## src/rtl/conv_window_mac.sv

```systemverilog
// conv_window_mac
//   Multiply-accumulate stage for one convolution window. A window request
//   (top-left image address, destination address, last flag) is accepted in
//   IDLE. The block then issues KER_SIZE*KER_SIZE reads to the image RAM and
//   kernel RAM, accumulates the products, and writes one clipped pixel to the
//   filtered-image RAM.
//
//   Optional feature macro: CONV_ABS_EN
//     defined   : output is |acc >>> SHIFT| clipped to 2^PIX_W-1
//     undefined : negative results clip to 0
//
// Ports
//   clk         clock, all state on rising edge
//   rst         asynchronous active-low reset
//   win_valid   window request valid
//   win_ready   block can accept a window (IDLE only)
//   win_base    image address of the window's top-left pixel
//   win_dst     filtered-image address for the result
//   win_last    final window of the frame
//   im_rd_addr  image RAM read address (data returns next cycle)
//   im_rd_data  image RAM read data (unsigned)
//   k_rd_addr   kernel RAM read address (data returns next cycle)
//   k_rd_data   kernel RAM read data (two's-complement)
//   wr_en       filtered-image write strobe, one cycle per window
//   wr_addr     filtered-image write address
//   wr_data     filtered pixel
//   busy        high outside IDLE
//   done        frame complete, held until the next accepted window
module conv_window_mac #(
  parameter int IMG_SIZE = 10,
  parameter int KER_SIZE = 3,
  parameter int PIX_W    = 8,
  parameter int COEF_W   = 8,
  parameter int ACC_W    = 20,
  parameter int SHIFT    = 0
) (
  input  logic              clk,
  input  logic              rst,
  input  logic              win_valid,
  output logic              win_ready,
  input  logic [15:0]       win_base,
  input  logic [15:0]       win_dst,
  input  logic              win_last,
  output logic [15:0]       im_rd_addr,
  input  logic [PIX_W-1:0]  im_rd_data,
  output logic [15:0]       k_rd_addr,
  input  logic [COEF_W-1:0] k_rd_data,
  output logic              wr_en,
  output logic [15:0]       wr_addr,
  output logic [PIX_W-1:0]  wr_data,
  output logic              busy,
  output logic              done
);

  localparam int CW = (KER_SIZE > 1) ? $clog2(KER_SIZE) : 1;
  localparam int PW = PIX_W + COEF_W + 1;
  localparam logic [CW-1:0] KLAST = CW'(KER_SIZE - 1);
  localparam logic signed [ACC_W:0] PIX_MAX = (ACC_W + 1)'((1 << PIX_W) - 1);

  typedef enum logic [1:0] {IDLE, FETCH, DRAIN, WRITE} state_t;

  state_t                   state_reg, state_next;
  logic [CW-1:0]            row_reg, row_next;
  logic [CW-1:0]            col_reg, col_next;
  logic signed [ACC_W-1:0]  acc_reg, acc_next;
  logic [15:0]              base_reg, dst_reg;
  logic                     last_reg;
  logic                     done_reg, done_next;
  logic                     accept;
  logic                     first_tap;

  // Product of unsigned pixel and signed coefficient, both widened to the
  // full product width so the multiply is exact.
  logic signed [PW-1:0]     pix_ext, coef_ext, product;
  logic signed [ACC_W-1:0]  acc_term;
  logic [15:0]              row_off;

  logic signed [ACC_W-1:0]  shifted;
  logic signed [ACC_W:0]    sh_ext, mag;
  logic [PIX_W-1:0]         clip_val;

  assign pix_ext  = $signed({{(PW-PIX_W){1'b0}}, im_rd_data});
  assign coef_ext = $signed({{(PW-COEF_W){k_rd_data[COEF_W-1]}}, k_rd_data});
  assign product  = pix_ext * coef_ext;
  assign acc_term = {{(ACC_W-PW){product[PW-1]}}, product};

  // The first FETCH cycle has no read data in flight yet; every later FETCH
  // cycle and the DRAIN cycle absorb the previous cycle's tap.
  assign first_tap = (row_reg == '0) && (col_reg == '0);

  assign row_off    = 16'(row_reg) * 16'(IMG_SIZE);
  assign im_rd_addr = (state_reg == FETCH) ? (base_reg + row_off + 16'(col_reg)) : '0;
  assign k_rd_addr  = (state_reg == FETCH) ? (16'(row_reg) * 16'(KER_SIZE) + 16'(col_reg)) : '0;

  assign win_ready = (state_reg == IDLE);
  assign busy      = (state_reg != IDLE);
  assign done      = done_reg;
  assign wr_en     = (state_reg == WRITE);
  assign wr_addr   = (state_reg == WRITE) ? dst_reg : '0;
  assign wr_data   = (state_reg == WRITE) ? clip_val : '0;

  // Output scaling and clipping; one extra bit keeps |most negative| exact.
  assign shifted = acc_reg >>> SHIFT;
  assign sh_ext  = {shifted[ACC_W-1], shifted};

  always_comb begin
    clip_val = '0;
    mag      = sh_ext;
`ifdef CONV_ABS_EN
    if (sh_ext[ACC_W]) mag = -sh_ext;
`endif
    if (mag[ACC_W])         clip_val = '0;
    else if (mag > PIX_MAX) clip_val = '1;
    else                    clip_val = mag[PIX_W-1:0];
  end

  always_comb begin
    state_next = state_reg;
    row_next   = row_reg;
    col_next   = col_reg;
    acc_next   = acc_reg;
    done_next  = done_reg;
    accept     = 1'b0;
    case (state_reg)
      IDLE: begin
        if (win_valid) begin
          accept     = 1'b1;
          acc_next   = '0;
          row_next   = '0;
          col_next   = '0;
          done_next  = 1'b0;
          state_next = FETCH;
        end
      end
      FETCH: begin
        if (!first_tap) acc_next = acc_reg + acc_term;
        if (col_reg == KLAST) begin
          col_next = '0;
          row_next = row_reg + CW'(1);
          if (row_reg == KLAST) state_next = DRAIN;
        end else begin
          col_next = col_reg + CW'(1);
        end
      end
      DRAIN: begin
        acc_next   = acc_reg + acc_term;
        state_next = WRITE;
      end
      WRITE: begin
        if (last_reg) done_next = 1'b1;
        state_next = IDLE;
      end
      default: state_next = IDLE;
    endcase
  end

  always_ff @(posedge clk or negedge rst) begin
    if (!rst) begin
      state_reg <= IDLE;
      row_reg   <= '0;
      col_reg   <= '0;
      acc_reg   <= '0;
      base_reg  <= '0;
      dst_reg   <= '0;
      last_reg  <= 1'b0;
      done_reg  <= 1'b0;
    end else begin
      state_reg <= state_next;
      row_reg   <= row_next;
      col_reg   <= col_next;
      acc_reg   <= acc_next;
      done_reg  <= done_next;
      if (accept) begin
        base_reg <= win_base;
        dst_reg  <= win_dst;
        last_reg <= win_last;
      end
    end
  end

endmodule

```

## config.mk

```make
export PLATFORM = sky130hd
export DESIGN_NAME = conv_window_mac
export DESIGN_NICKNAME = d
export VERILOG_FILES = /design/src/rtl/conv_window_mac.sv
export SDC_FILE = /design/constraint.sdc
export NUM_CORES = 1
export LEC_CHECK = 0
export ABC_AREA = 0
export CORE_UTILIZATION = 59
export DETAILED_ROUTE_END_ITERATION = 12
export DONT_BUFFER_PORTS = 1
export PLACE_DENSITY = 0.75
export SLEW_MARGIN = 20
export SYNTH_ARGS = -nofsm -noshare
export SYNTH_HDL_FRONTEND = slang
export SYNTH_SLANG_ARGS = --single-unit
```

## constraint.sdc

```tcl
create_clock -name clk -period 4.7 [get_ports clk]
set_clock_uncertainty 0.1 [all_clocks]
set_input_delay 0.47 -clock clk [delete_from_list [all_inputs] [get_ports clk]]
set_output_delay 0.47 -clock clk [all_outputs]
set_load 0.03 [all_outputs]
```

Word-level counts from Yosys, hierarchy flattened
Index checks and enable logic that the tools add are counted.

Add/sub/neg operators: 6. $mul: 3. Magnitude comparators: 1. Eq/ne operators: 10. Mux-type cells: 23. Reductions and logical operators: 13.

Operators by type and width (number): 20-bit one-hot mux with 3 select lines (1); 20-bit 2-to-1 mux (2); 16-bit 2-to-1 mux (2); 8-bit 2-to-1 mux (3); 20-bit by 17-bit adder with 20-bit output (1); 20-bit by 9-bit greater-than comparator with 1-bit output (second input constant) (1); 9-bit by 8-bit multiplier with 17-bit output (1); 16-bit by 2-bit adder with 16-bit output (1); 16-bit by 6-bit adder with 16-bit output (1); 2-bit 2-to-1 mux (6); 3-bit AND reduction (4); 2-bit == test (second input constant) (4); 2-bit one-hot mux with 2 select lines (2); 2-bit one-hot mux with 4 select lines (1); 2-bit zero test (3); 2-bit by 1-bit inequality test with 1-bit output (second input constant) (3); 2-bit nonzero test (3); 4-bit by 2-bit adder with 5-bit output (1); 2-bit by 3-bit multiplier with 5-bit output (second input constant) (1); 5-bit 2-to-1 mux (1); 2-bit by 1-bit adder with 2-bit output (second input constant) (2); 2-bit by 2-bit multiplier with 4-bit output (second input constant) (1); 1-bit 2-to-1 mux (4); 2-bit inequality test (second input constant) (2); 5 further kinds (5).

Register bits: 60. Input bits: 52. Output and inout port bits: 60. Logic and storage cells: 64.

Depth between registers and ports, before layout
Word-level depth: 4. Depth in mapped cells: 19. Gate-level depth less buffers: 18.

Least setup slack after synthesis
No wires, ideal clock.

Path type: input -> register. From: input port k_rd_data[1]. To: register acc_reg[15]. Library setup time: 0.095 ns. Arrival: 4.569 ns. Data required time: 4.505 ns. Slack: -0.064 ns. Stages: 15. Buffers on the path: 1. Path through: clkbuf_1 nand2_1 fa_1 inv_1 fa_1 fa_1 fa_1 fa_1 ha_1 o211ai_1 o211a_1 o31ai_1 a21oi_1 xor2_1 o31ai_1.

Word-level cells in the longest chain between the ends: 4.

Ends and longest elaborated chain: from (decl) (RTL line 47) `input logic [COEF_W-1:0] k_rd_data,`; 9-bit by 8-bit multiplier with 17-bit output * (RTL line 84) `assign product = pix_ext * coef_ext;`; 20-bit by 17-bit adder with 20-bit output * (RTL line 136, 146); 20-bit 2-to-1 mux (RTL line 136) `if (!first_tap) acc_next = acc_reg + acc_term;`; 20-bit one-hot mux with 3 select lines * (RTL line 124) `case (state_reg)`; to (signal assigned) (RTL line 171) `acc_reg <= acc_next;`; to (decl) (RTL line 65) `logic signed [ACC_W-1:0] acc_reg, acc_next;`.

Mark *: on every way between the ends. The rest lies on a longest branch, timed or not. The select of a mux whose other input is x is not followed. A chain may end at the register's enable or synchronous reset.

Worst setup path in the final report
From: input port k_rd_data[7]. To: register acc_reg[19].

The elaborated chain is that of the path after synthesis.

==> impl_metrics.ini <==
[status]
outcome = finished clean

[timing]
max_freq_ghz = 0.220
slew_viol_final = 0
final_hold_viol_count = 0
finalCriticalPeriod_ns = 4.54
worst_slew_pin_slew_ns = 0.964
relSlewSlack_pct = 35.7
setup_viol = 0
finalCritPeriodShare_pct = 96.6

[place]
gp_congestion = 0.901
dp_hpwl_mm = 10.0
port_buffers = 0
placed_area_um2 = 6360

[die]
core_area_um2 = 10300
initial_core_util_pct = 60.6
design.portCount = 112
die_y_um = 105
die_w_um = 105
dieArea_um2 = 11000
num_rows = 37

[synthesis]
synth_common_cells = inv_1, ha_1, and2_1
yosysWarnings = 0
async_flop_share_pct = 100
synth-seq-area-share_pct = 24.1
ys_ff_latch = 60
syn_avg_cell_area_um2 = 9.81
syn_inst = 635
yosysTopAreaCell = dfrtp_1
ys.flop_type = dfrtp_1
netlist.area_leader.share_pct = 24.1
yosysUniqueCellTypes = 52
synth_edf_count = 0
synth.area.top_cells = dfrtp_1, fa_1, ha_1
synth.most_common_cell = inv_1
synth.cell_area_um2 = 6230

[worst_setup_path]
cp.required_ns = 4.82
endpoint_kind = register
r2r_start = acc_reg[6]$_DFFE_PN0P_
cp_max_fo = 8
rrSetupSlack_ns = 0.18
startpoint_type = input port
r2r_cells = 16
critPathKind = in2reg
critPathArrivalTime_ns = 4.66
reg2reg_to = acc_reg[15]$_DFFE_PN0P_

[drt]
drt-total-wl_mm = 12.8
drtPass1Iterations = 5
post_drt_wl_per_cell_um = 16.3
route.detailed.drc = 0
drt_iter0_markers = 237
vias = 4478
routed_via_density = 5.71
ant_nets = 0

[grt]
grt_pass1_wl_mm = 21.1
grt_overflow = 0
grt_pass1_vias = 4441
grt_max_degree = 61
grt_usage_pct = 24.2
antenna_found_initial = 0

[power]
max-vdd-ir-drop_v = 0.000461
p_per_area_nw_per_um2 = 811
p_leak_uw = 0.00328
p_total_uw = 5450

[final_layout]
fin_area_um2 = 6720
drive_gt1_share_pct = 12.5
regArea_um2 = 1500
syn2layout_area_growth_pct = 7.89
multiInputGateArea_um2 = 4370
fin_nets = 828
nFillCells = 802
largest_register_ffs = 20
antenna-diode-count = 0

[clocking]
cts.path.max_buffers = 2
clk_pin_slew_ns = 0.07
cts_tree = yes
clockRootBuffer = clkbuf_8
clock_latency_ns = 0.34
cts_buffers = 9
cts_sinks = 60
htree_levels = 3

[flow_run]
cap_violations = 0

[min_path]
worstHoldStart = win_dst[11]
whs_path_depth = 1
min_path_type = in2reg
hold_end = dst_reg[11]$_DFFE_PN0P_
## cells by family after synthesis
group | Yosys count | share of synthesized area (%)
AND/OR/NAND/NOR | 180 | 15.3
adder cells (fa/ha/maj) | 132 | 33.1
buffers and inverters | 109 | 7.43
AO/OA/AOI/OAI | 88 | 9.44
flip-flops | 60 | 24.1
XOR/XNOR | 28 | 3.94
multiplexers | 37 | 6.65
other | 1 | 0.0602
## worst max path at each step
stage | start | to | slack [ns] | cells after the start
detailed placement | im_rd_data[0] | acc_reg[15]$_DFFE_PN0P_ | -0.15 | 14
CTS | acc_reg[4]$_DFFE_PN0P_ | acc_reg[16]$_DFFE_PN0P_ | 0.06 | 18
finish | k_rd_data[7] | acc_reg[19]$_DFFE_PN0P_ | 0.16 | 14
global placement | im_rd_data[0] | acc_reg[15]$_DFFE_PN0P_ | -0.12 | 14
global route | acc_reg[4]$_DFFE_PN0P_ | acc_reg[18]$_DFFE_PN0P_ | -0.05 | 18
floorplan | im_rd_data[0] | acc_reg[15]$_DFFE_PN0P_ | 0.005 | 14
## placed cells by master (no fill, tap or decap), types with 3 or more instances in the layout
cell       count
fa_1          53
nor2b_1        5
clkbuf_8      10
dfrtp_1       60
ha_1          74
mux2_2        35
and2_1        61
nor2_1        18
inv_1         79
a21oi_1       22
a21o_1         4
o21a_1        11
a22o_1         4
nand2_1       56
a31oi_1        3
xor2_1         8
conb_1        12
xnor2_1       20
o21ai_1        3
nand2b_1       7
o21ai_0       15
bufinv_16      3
nor3_1         4
nand3_1       10
o21bai_1       3
buf_4         13
nand4_1        5
o31ai_1        5
## critical path, cell delays in order
cell and delay [ns]:
clkinv_1 0.13, nor2_1 0.23, fa_1 0.45, fa_1 0.52, fa_1 0.52, fa_1 0.49, ha_1 0.32, ha_1 0.35
a21o_1 0.18, o21ai_1 0.29, nor2_1 0.12, a31oi_1 0.28, mux2i_1 0.22, nand3_1 0.09
## metal layers
| layer | vias up | share of wire (%) | global-route usage (%) | wire length, um |
|---|---|---|---|---|
| met5 | - | 0 | 0 | 0 |
| met4 | 0 | 1.5 | 7.44 | 194 |
| met3 | 18 | 4.7 | 5.36 | 603 |
| met2 | 145 | 51 | 39.7 | 6550 |
| met1 | 2224 | 43 | 32.0 | 5440 |
| li1 | 2091 | - | - | - |
## power breakdown
part,switching [uW],internal (uW),total [uW]
sequential,203,769,972
clock,202,364,566
combinational,2280,1640,3910
## timing repair
action,4_1_cts,5_1_grt
resized for setup,0,13
hold buffers,2,0
hold endpoints to repair,60,0
buffers inserted,0,3
setup endpoints to repair,0,9
## through the flow
step	worst slack [ns]	instances	hold slack (ns)	setup TNS, ns	utilization (%)
after detailed placement	-0.152	764	0.0751	-0.761	61.9
after global placement	-0.125	764	0.0756	-0.381	61.9
after global routing	-0.0520	784	0.154	-0.0721	65.4
after CTS	0.0573	781	0.157	0	64.6
final	0.158	784	0.176	0	65.4
after floorplan	0.00454	646	0.0744	0	-
## final cells by class
type / count / share of cell area (%)
Multi-Input combinational cell: 477 / 65.1
Sequential cell: 60 / 22.3
Inverter: 81 / 4.52
Tap cell: 136 / 2.53
Clock buffer: 11 / 2.10
Timing Repair Buffer: 15 / 2.01
Clock inverter: 4 / 1.45
No activity file was read; power rests on OpenSTA's default activity.
